### src/rtl/cpu_types_pkg.sv
// Shared CPU-side types: RAM handshake states, word type and arbiter state encoding.
package cpu_types_pkg;

    localparam int WORD_WIDTH = 32;

    typedef logic [WORD_WIDTH-1:0] word_t;

    typedef enum logic [1:0] {
        FREE   = 2'd0,
        BUSY   = 2'd1,
        ACCESS = 2'd2,
        ERROR  = 2'd3
    } ramstate_t;

    typedef enum logic [1:0] {
        IDLE   = 2'd0,
        DGRANT = 2'd1,
        IGRANT = 2'd2
    } arb_state_t;

    // Width of an index into n requesters; never narrower than one bit.
    function automatic int idx_width(input int n);
        return (n > 1) ? $clog2(n) : 1;
    endfunction

endpackage

### src/rtl/ram_port_arbiter_if.sv
// Bus bundle between the data master, the instruction requesters, the arbiter and the RAM.
interface ram_port_arbiter_if
    import cpu_types_pkg::*;
#(
    parameter int CPUS   = 2,
    parameter int WORD_W = 32
);

    // data master side
    logic                        dREN;
    logic                        dWEN;
    logic [WORD_W-1:0]           daddr;
    logic [WORD_W-1:0]           dstore;
    logic                        dwait;
    logic [WORD_W-1:0]           dload;

    // instruction fetch side
    logic [CPUS-1:0]             iREN;
    logic [CPUS-1:0][WORD_W-1:0] iaddr;
    logic [CPUS-1:0]             iwait;
    logic [CPUS-1:0][WORD_W-1:0] iload;

    // RAM side
    logic                        ramREN;
    logic                        ramWEN;
    logic [WORD_W-1:0]           ramaddr;
    logic [WORD_W-1:0]           ramstore;
    logic [WORD_W-1:0]           ramload;
    ramstate_t                   ramstate;
    logic                        ram_err;

    // The arbiter itself.
    modport slave (
        input  dREN, dWEN, daddr, dstore, iREN, iaddr, ramload, ramstate,
        output dwait, dload, iwait, iload, ramREN, ramWEN, ramaddr, ramstore, ram_err
    );

    // Everything around the arbiter: requesters and the RAM.
    modport master (
        output dREN, dWEN, daddr, dstore, iREN, iaddr, ramload, ramstate,
        input  dwait, dload, iwait, iload, ramREN, ramWEN, ramaddr, ramstore, ram_err
    );

endinterface

### src/rtl/rr_pick.sv
// Round-robin picker: first asserted request at or after ptr, wrapping modulo CPUS.
module rr_pick
    import cpu_types_pkg::*;
#(
    parameter int CPUS = 2
) (
    input  logic [CPUS-1:0]                 req,
    input  logic [idx_width(CPUS)-1:0]      ptr,
    output logic                            valid,
    output logic [idx_width(CPUS)-1:0]      idx
);

    localparam int IDX_W = idx_width(CPUS);

    logic [IDX_W-1:0] slot;

    // Scan from the farthest slot back to ptr so the nearest requester wins.
    always_comb begin
        valid = 1'b0;
        idx   = '0;
        slot  = '0;
        for (int off = CPUS - 1; off >= 0; off--) begin
            slot = IDX_W'((int'(ptr) + off) % CPUS);
            if (req[slot]) begin
                valid = 1'b1;
                idx   = slot;
            end
        end
    end

endmodule

### src/rtl/ram_port_arbiter.sv
// Single RAM port shared by one data master and CPUS instruction fetchers.
// Data wins unless instruction fetch has been starved for STARVE_MAX data grants.
module ram_port_arbiter
    import cpu_types_pkg::*;
#(
    parameter int CPUS       = 2,
    parameter int WORD_W     = 32,
    parameter int STARVE_MAX = 4
) (
    input logic               CLK,
    input logic               nRST,
    ram_port_arbiter_if.slave bus
);

    localparam int IDX_W = idx_width(CPUS);
    localparam int STV_W = $clog2(STARVE_MAX + 1);

    arb_state_t       state, state_n;
    logic [IDX_W-1:0] cur_cpu, cur_cpu_n;
    logic [IDX_W-1:0] rr_ptr, rr_ptr_n;
    logic [STV_W-1:0] starve_cnt, starve_cnt_n;
    logic             ram_err_q, ram_err_n;

    logic             pick_valid;
    logic [IDX_W-1:0] pick_idx;
    logic             data_req;
    logic             starve_sat;

    rr_pick #(.CPUS(CPUS)) u_rr_pick (
        .req   (bus.iREN),
        .ptr   (rr_ptr),
        .valid (pick_valid),
        .idx   (pick_idx)
    );

    assign data_req    = bus.dREN | bus.dWEN;
    assign starve_sat  = (starve_cnt == STV_W'(STARVE_MAX));
    assign bus.ram_err = ram_err_q;

    // State and bookkeeping registers, cleared asynchronously.
    always_ff @(posedge CLK or negedge nRST) begin
        // NOTE: state is updated with non-blocking assignments so every register samples pre-edge values.
        if (!nRST) begin
            state      <= IDLE;
            cur_cpu    <= '0;
            rr_ptr     <= '0;
            starve_cnt <= '0;
            ram_err_q  <= 1'b0;
        end else begin
            state      <= state_n;
            cur_cpu    <= cur_cpu_n;
            rr_ptr     <= rr_ptr_n;
            starve_cnt <= starve_cnt_n;
            ram_err_q  <= ram_err_n;
        end
    end

    // Grant selection and RAM/requester steering; enables follow the live request lines.
    always_comb begin
        // NOTE: every output and next-state value gets a default first so no path infers a latch.
        state_n      = state;
        cur_cpu_n    = cur_cpu;
        rr_ptr_n     = rr_ptr;
        starve_cnt_n = starve_cnt;
        ram_err_n    = ram_err_q;
        bus.ramREN   = 1'b0;
        bus.ramWEN   = 1'b0;
        bus.ramaddr  = '0;
        bus.ramstore = '0;
        bus.dwait    = 1'b1;
        bus.dload    = '0;
        bus.iwait    = '1;
        bus.iload    = '0;

        unique case (state)
            IDLE: begin
                if (pick_valid && starve_sat) begin
                    state_n   = IGRANT;
                    cur_cpu_n = pick_idx;
                end else if (data_req) begin
                    state_n = DGRANT;
                end else if (pick_valid) begin
                    state_n   = IGRANT;
                    cur_cpu_n = pick_idx;
                end
            end

            DGRANT: begin
                if (!data_req) begin
                    state_n = IDLE;
                end else begin
                    bus.ramaddr = bus.daddr;
                    if (bus.dWEN) begin
                        bus.ramWEN   = 1'b1;
                        bus.ramstore = bus.dstore;
                    end else begin
                        bus.ramREN = 1'b1;
                        bus.dload  = bus.ramload;
                    end
                    if (bus.ramstate == ACCESS) begin
                        bus.dwait = 1'b0;
                        state_n   = IDLE;
                        if (|bus.iREN)
                            starve_cnt_n = starve_sat ? starve_cnt : starve_cnt + STV_W'(1);
                        else
                            starve_cnt_n = '0;
                    end else if (bus.ramstate == ERROR) begin
                        state_n   = IDLE;
                        ram_err_n = 1'b1;
                    end
                end
            end

            IGRANT: begin
                if (!bus.iREN[cur_cpu]) begin
                    state_n = IDLE;
                end else begin
                    bus.ramREN         = 1'b1;
                    bus.ramaddr        = bus.iaddr[cur_cpu];
                    bus.iload[cur_cpu] = bus.ramload;
                    if (bus.ramstate == ACCESS) begin
                        bus.iwait[cur_cpu] = 1'b0;
                        state_n            = IDLE;
                        rr_ptr_n           = (int'(cur_cpu) == CPUS - 1) ? '0 : cur_cpu + IDX_W'(1);
                        starve_cnt_n       = '0;
                    end else if (bus.ramstate == ERROR) begin
                        state_n   = IDLE;
                        ram_err_n = 1'b1;
                    end
                end
            end

            default: state_n = IDLE;
        endcase
    end

endmodule

### src/flat_wrapper.sv
// flat-port wrapper written by rule: the top's interface ports become plain ports
module ram_port_arbiter_flat import cpu_types_pkg::*;
#(
    parameter int CPUS       = 2,
    parameter int WORD_W     = 32,
    parameter int STARVE_MAX = 4
)
  (CLK, nRST, bus_dREN, bus_dWEN, bus_daddr, bus_dstore, bus_iREN, bus_iaddr, bus_ramload, bus_ramstate, bus_dwait, bus_dload, bus_iwait, bus_iload, bus_ramREN, bus_ramWEN, bus_ramaddr, bus_ramstore, bus_ram_err);
  ram_port_arbiter_if #(.CPUS(CPUS), .WORD_W(WORD_W)) bus_i ();
  input logic CLK;
  input logic nRST;
  input wire logic [$bits(bus_i.dREN)-1:0] bus_dREN;
  input wire logic [$bits(bus_i.dWEN)-1:0] bus_dWEN;
  input wire logic [$bits(bus_i.daddr)-1:0] bus_daddr;
  input wire logic [$bits(bus_i.dstore)-1:0] bus_dstore;
  input wire logic [$bits(bus_i.iREN)-1:0] bus_iREN;
  input wire logic [$bits(bus_i.iaddr)-1:0] bus_iaddr;
  input wire logic [$bits(bus_i.ramload)-1:0] bus_ramload;
  input wire logic [$bits(bus_i.ramstate)-1:0] bus_ramstate;
  output wire logic [$bits(bus_i.dwait)-1:0] bus_dwait;
  output wire logic [$bits(bus_i.dload)-1:0] bus_dload;
  output wire logic [$bits(bus_i.iwait)-1:0] bus_iwait;
  output wire logic [$bits(bus_i.iload)-1:0] bus_iload;
  output wire logic [$bits(bus_i.ramREN)-1:0] bus_ramREN;
  output wire logic [$bits(bus_i.ramWEN)-1:0] bus_ramWEN;
  output wire logic [$bits(bus_i.ramaddr)-1:0] bus_ramaddr;
  output wire logic [$bits(bus_i.ramstore)-1:0] bus_ramstore;
  output wire logic [$bits(bus_i.ram_err)-1:0] bus_ram_err;
  assign bus_i.dREN = bus_dREN;
  assign bus_i.dWEN = bus_dWEN;
  assign bus_i.daddr = bus_daddr;
  assign bus_i.dstore = bus_dstore;
  assign bus_i.iREN = bus_iREN;
  assign bus_i.iaddr = bus_iaddr;
  assign bus_i.ramload = bus_ramload;
  assign bus_i.ramstate = bus_ramstate;
  assign bus_dwait = bus_i.dwait;
  assign bus_dload = bus_i.dload;
  assign bus_iwait = bus_i.iwait;
  assign bus_iload = bus_i.iload;
  assign bus_ramREN = bus_i.ramREN;
  assign bus_ramWEN = bus_i.ramWEN;
  assign bus_ramaddr = bus_i.ramaddr;
  assign bus_ramstore = bus_i.ramstore;
  assign bus_ram_err = bus_i.ram_err;
  ram_port_arbiter #(.CPUS(CPUS), .WORD_W(WORD_W), .STARVE_MAX(STARVE_MAX)) u_core (.CLK(CLK), .nRST(nRST), .bus(bus_i));
endmodule
### config.mk
export PLATFORM = sky130hd
export DESIGN_NAME = ram_port_arbiter_flat
export DESIGN_NICKNAME = d
export VERILOG_FILES = /design/src/rtl/cpu_types_pkg.sv /design/src/rtl/ram_port_arbiter_if.sv /design/src/rtl/rr_pick.sv /design/src/rtl/ram_port_arbiter.sv /design/src/flat_wrapper.sv
export SDC_FILE = /design/constraint.sdc
export NUM_CORES = 1
export LEC_CHECK = 0
export ABC_AREA = 1
export CORE_AREA = 5 5 126 128
export DETAILED_ROUTE_END_ITERATION = 7
export DIE_AREA = 0 0 131 133
export PLACE_DENSITY = 0.62
export REMOVE_ABC_BUFFERS = 1
export SYNTH_ARGS = -nofsm -noshare
export SYNTH_HDL_FRONTEND = slang
export SYNTH_SLANG_ARGS = --single-unit
### constraint.sdc
create_clock -name CLK -period 2.4 [get_ports CLK]
set_clock_uncertainty 0.05 [all_clocks]
set_input_delay 0.48 -clock CLK [delete_from_list [all_inputs] [get_ports CLK]]
set_output_delay 0.48 -clock CLK [all_outputs]
set_load 0.02 [all_outputs]
Word level (Yosys, flattened, before mapping)
Cells that the tools add are included.
W data, S select, Z words.
Word-level totals
  flip-flop bits (word level): 8
  input bits: 168
  output and inout port bits: 166
  word-level logic and storage cells: 101
Cells by class
  add/sub/neg operators: 3
  magnitude comparators: 4
  eq/ne operators: 12
  muxes and demuxes: 64
  bitwise operators: 3
  reduce and logical (&&, ||, !) cells: 10
Operators with widths (number)
  $mux W32: 11
  $mux W64: 2
  $and A64 B64 Y64: 1
  $pmux W32 S2: 1
  $demux W32 S1: 1
  $mux W1: 28
  $mux W2: 10
  $mux W3: 6
  $reduce_and A3 Y1: 3
  $ne A2 B1 Y1 const B: 4
  $eq A2 B2 Y1 const B: 3
  $lt A1 B2 Y1 const B: 3
  $pmux W2 S3: 1
  $pmux W3 S2: 1
  $reduce_and A6 Y1: 1
  $ne A4 B1 Y1 const B: 1
  $pmux W1 S2: 2
  $reduce_bool A2 Y1: 2
  $add A3 B1 Y3 const B: 1
  $eq A3 B3 Y1 const B: 1
  $ne A3 B3 Y1 const B: 1
  $add A1 B1 Y1 const B: 2
  $eq A2 B1 Y1 const B: 1
  $logic_and A1 B1 Y1: 2
  7 further kinds: 7

Longest topological paths before layout
  depth after elaboration: 9
  gate-level depth with buffers: 9
  mapped depth without buffers: 9

Modules after synthesis
Synthesis repeated with hierarchy kept, for this count alone.
Unflattened totals
  cell total of the unflattened synthesis: 528
  area, all modules: 2367.3 µm²
By module, submodules not included
  ram_port_arbiter: times used 1, cells each 524, area each 2348.5 µm², seq. area each 200.2 µm²
  rr_pick: times used 1, cells each 4, area each 18.8 µm², seq. area each 0.0 µm²

Worst setup path before layout
OpenSTA, ideal clock, no wires.
  kind: register to output
  from: register u_core.state[0]
  to: output bus_ramaddr[22]
  arrival time: 1589 ps
  data required time: 1870 ps
  setup slack: 281 ps
  cell stages (with the launch flop): 8
  buffers on the path: 1
  path through: dfrtp_1 > inv_1 > ha_1 > nand3_2 > nand2_4 > buf_6 > nand2_1 > a21oi_1
On the way
  cells in the longest elaborated chain, start to end: 2
  elaborated cells on any way between the ends: 3
  classes of those cells: eq/ne (2); mux (1)
Ends and longest elaborated chain
  start: declaration: line ram_port_arbiter.sv:18  | arb_state_t state, state_n;
  start signal: assignment: line ram_port_arbiter.sv:50  | state <= state_n;
  $eq A2 B2 Y1 or $eq A2 B1 Y1 (tied branches): line ram_port_arbiter.sv:75  | unique case (state)
  $pmux W32 S2 *: line ram_port_arbiter.sv:75
  end: declaration: line flat_wrapper.sv:26  | output wire logic [$bits(bus_i.ramaddr)-1:0] bus_ramaddr;
Mark *: on every way between the ends. The rest lies on a longest branch, timed or not.

Worst setup path after layout
  from: register u_core.state[1]
  to: output bus_ramaddr[14]
The elaborated chain is that of the path after synthesis.

==> results.md <==
Setup path:
- In this run the worst path has a maximum fanout of 16.
- Walking the worst path, the cells encountered are inv_2, ha_4, o21ai_2, inv_4, buf_12, buf_16, nand2_1, a21oi_1, buf_4.
- The cell family with the largest share of critical-path delay is buffers and inverters.
- The largest individual stage delay along the critical path comes from the cell sky130_fd_sc_hd__dfrtp_1.
- Together, buffers and inverters on the worst path number 5.
- The worst setup path is captured at an output pin.
- The required time at the endpoint of the critical path is 1.87 ns.
- STA classifies the critical path startpoint as a flip-flop.
- The endpoint arrival time on the critical path is 1.77 ns.
- For this run, the slowest stage of the critical path takes 0.42 ns.
- The worst setup path is of the reg2out kind.

Yosys:
- The count of unique library cells instantiated by Yosys is 22.
- After synthesis, the cell types taking the most area are sky130_fd_sc_hd__nand2_1 31%, sky130_fd_sc_hd__nor2_1 23%, sky130_fd_sc_hd__inv_1 14%.
- Sequential cells were found to cover 8.78% of the synthesized design area.
- The library cell occupying the most area in the post-synthesis netlist is sky130_fd_sc_hd__nand2_1.
- The netlist area before placement is 0.00228 mm².
- During synthesis, Yosys emitted a total of 0 warnings.
- The average instance in the mapped netlist occupies between 4 and 5 µm².
- The cell count after synthesis came out at between 500 and 600.
- In this run, synthesis produced a sequential element count of 8.
- The portion of synthesized cell area occupied by the leading cell type is 31.3%.

Placement:
- The number of buffers inserted by port buffering is 333.
- Prior to clock tree synthesis, the placed netlist has a worst setup slack of -0.492 ns.
- The placer congestion estimate is 0.811.
- The HPWL after detailed placement is 12.3 mm.

Hold path:
- The min-delay analysis places its worst path in the category reg2reg.

Global routing:
- The number of global-route vias before repair is 3912.
- The global-route wire length before repair is 21.5 mm.
- The maximum number of pins on one net before global-route repair is 34.
- The overall overflow remaining after global route is 0.
- The number of antenna violations at the first check in global routing is 0.
- In the global route stage, overall resource usage came out at ~15%.

Cells and area:
- The area taken by flip-flops and latches is 200 µm².
- The filler cells instantiated in the layout total 1640.
- The number of antenna diodes is 0.
- The multi-input combinational cell area is 0.00168 mm².
- The area added between synthesis and finish is 159%.
- The number of nets at the end of the flow is between 1000 and 1500.
- The top cell types in the final layout, fill and taps aside, are 190 x sky130_fd_sc_hd__nand2_1, 164 x sky130_fd_sc_hd__clkdlybuf4s50_1, 139 x sky130_fd_sc_hd__nor2_1, 96 x sky130_fd_sc_hd__dlygate4sd2_1, 82 x sky130_fd_sc_hd__inv_1.
- In the final layout, the share of cells above drive strength 1 is 15.2%.
- Leaving out fill and tap cells, the most frequent cell in the layout is sky130_fd_sc_hd__nand2_1.

Power and ir drop:
- For this design the ratio of total power to cell area is 607 mW/mm².
- Total power for the finished layout comes to approximately 3.6 mW.
- The worst-case IR drop observed on VDD is 0.356 mV.
- Summed over all cells, the static leakage comes to 3.47 nW.

Clock tree:
- The clock insertion delay at the later pin of the skew report is around 0.23 ns.
- The CTS buffer count is 3.
- The cell at the root of the clock tree is sky130_fd_sc_hd__clkbuf_16.
- After clock tree synthesis, the clock-pin slew on the worst setup and hold paths is 0.04 ns.
- TritonCTS built the clock tree.
- The clock drives 8 sinks.
- The total number of H-tree levels is 1.
- The number of hold buffers added after CTS was 0.
- The maximum number of buffers from clock root to sink is 2.

Job:
- The count of maximum capacitance violations is 0.

Die:
- The initial utilization of the core area, before any placement, comes to between 10% and 20%.
- The x dimension of the die is 131 µm.
- The cell row count is 45.
- The floorplan step defined a die boundary enclosing 0.0174 mm².
- Measured along the y axis, the die boundary spans 133 µm.
- The total area inside the core boundary comes to 0.0148 mm².
- approximately 330 I/O pins were placed.

Routing:
- Dividing the detail-routed wire length by the instance count gives 14.6 µm.
- The count of nets left with antenna violations once routing finished came out at 0.
- The routed layout has 4094 vias.
- For this run, the detailed router's first-pass iteration total came to 5.
- The aggregate routed wire length is 15.3 mm.
- After detailed routing, the number of vias per cell comes to 3.91.
- The violation count after the first detailed-routing iteration is around 160.
- In the routed design, unresolved DRC markers number 0.

Outcome:
- The run finished with clean final reports.

Timing:
- For the pin with the worst max-slew slack, the measured transition is 0.372 ns.
- Across all setup checks in the final design, the least slack found is 0.0967 ns.
- The final critical delay including setup and external delays is 2.30 ns.
- The worst-case headroom to the max-slew limit is 75.1%.
- Static timing analysis puts the maximum clock frequency at 434 MHz.
- The number of hold-slack violations in the final timing report is 0.
- The post-route clock period utilization is between 90% and 100%.
- The number of setup violations in the final report is 0.
- Adding up every negative setup slack in the final design gives 0 ns.
- The final count of pins violating max slew is 0.
## cell families after synthesis
group                      share of synthesized area, %
and+or+nand+nor                                    58.7
buffers and inverters                              20.2
adders and majority gates                          3.29
DFF                                                8.78
AOI/OAI and AO/OA                                  9.00
## path summary, 6_finish.rpt
kind | slack, ns | start | depth (start not counted) | to
setup / recovery | 0.1 | u_core.state[1] | 9 | bus_ramaddr[14]
hold / removal | 0.42 | u_core.bus.ram_err | 1 | u_core.bus.ram_err
setup reg to reg | 0.65 | u_core.state[1] | 10 | u_core.starve_cnt[2]
hold reg to reg | 0.42 | u_core.bus.ram_err | 1 | u_core.bus.ram_err
max in group asynchronous | 1.55 | nRST | 1 | u_core.cur_cpu
min in group asynchronous | 0.48 | nRST | 1 | u_core.bus.ram_err
## cell type report
| cell class | count | share of cell area, % |
|---|---|---|
| multi-input combinational | 390 | 28.4 |
| sequential | 8 | 3.39 |
| clock buffer | 3 | 1.27 |
| timing repair buffer | 371 | 57.4 |
| inverter | 86 | 5.51 |
| tap | 188 | 3.98 |
## per-layer routing
| layer | track usage (%) | up-vias | part of all wire [%] |
|---|---|---|---|
| met5 | 0 | - | 0 |
| met4 | 1.43 | 0 | 0.27 |
| met3 | 4.56 | 4 | 11 |
| met2 | 28.8 | 207 | 50 |
| met1 | 17.8 | 1707 | 38 |
| li1 | - | 2176 | - |
## Yosys cell counts, drive strengths merged
| cell | number |
|---|---|
| buf | 10 |
| nor3 | 1 |
| or2 | 2 |
| nand3 | 9 |
| a21oi | 34 |
| dfrtp | 8 |
| nand2 | 191 |
| ha | 6 |
| clkbuf | 18 |
| nor2 | 139 |
| o21ai | 4 |
| o21bai | 1 |
| o21a | 1 |
| nand4 | 2 |
| inv | 86 |
## sequential cells by signal, summed over array words and instances, names as in the netlist
name	cells
u_core.bus.ram_err	1
u_core.cur_cpu	1
u_core.rr_ptr	1
u_core.starve_cnt	3
u_core.state	2
## per-stage QoR
stage	utilization [%]	instance area (µm²)	instances	hold WS, ns
after floorplan	-	2140	484	0.134
final	40.0	5900	1046	0.419
after global placement	40.9	6040	1036	0.414
after CTS	39.4	5810	1044	0.423
after global routing	40.0	5900	1046	0.443
after detailed placement	40.9	6040	1036	0.415
## repair_timing
item	4_1_cts	5_1_grt
setup buffers	3	1
cloned	2	1
gates resized for setup	390	19
endpoints found under the hold margin	0	0
setup endpoints to repair	163	64
pin swaps	3	2
## power breakdown
part	switching, mW	leakage [nW]	internal (mW)
logic	1.74	3.33	1.32
registers	0.0527	0.0989	0.191
clock network	0.0662	0.0370	0.215
total	1.86	3.47	1.72
Power figures use the tool's default switching activity.
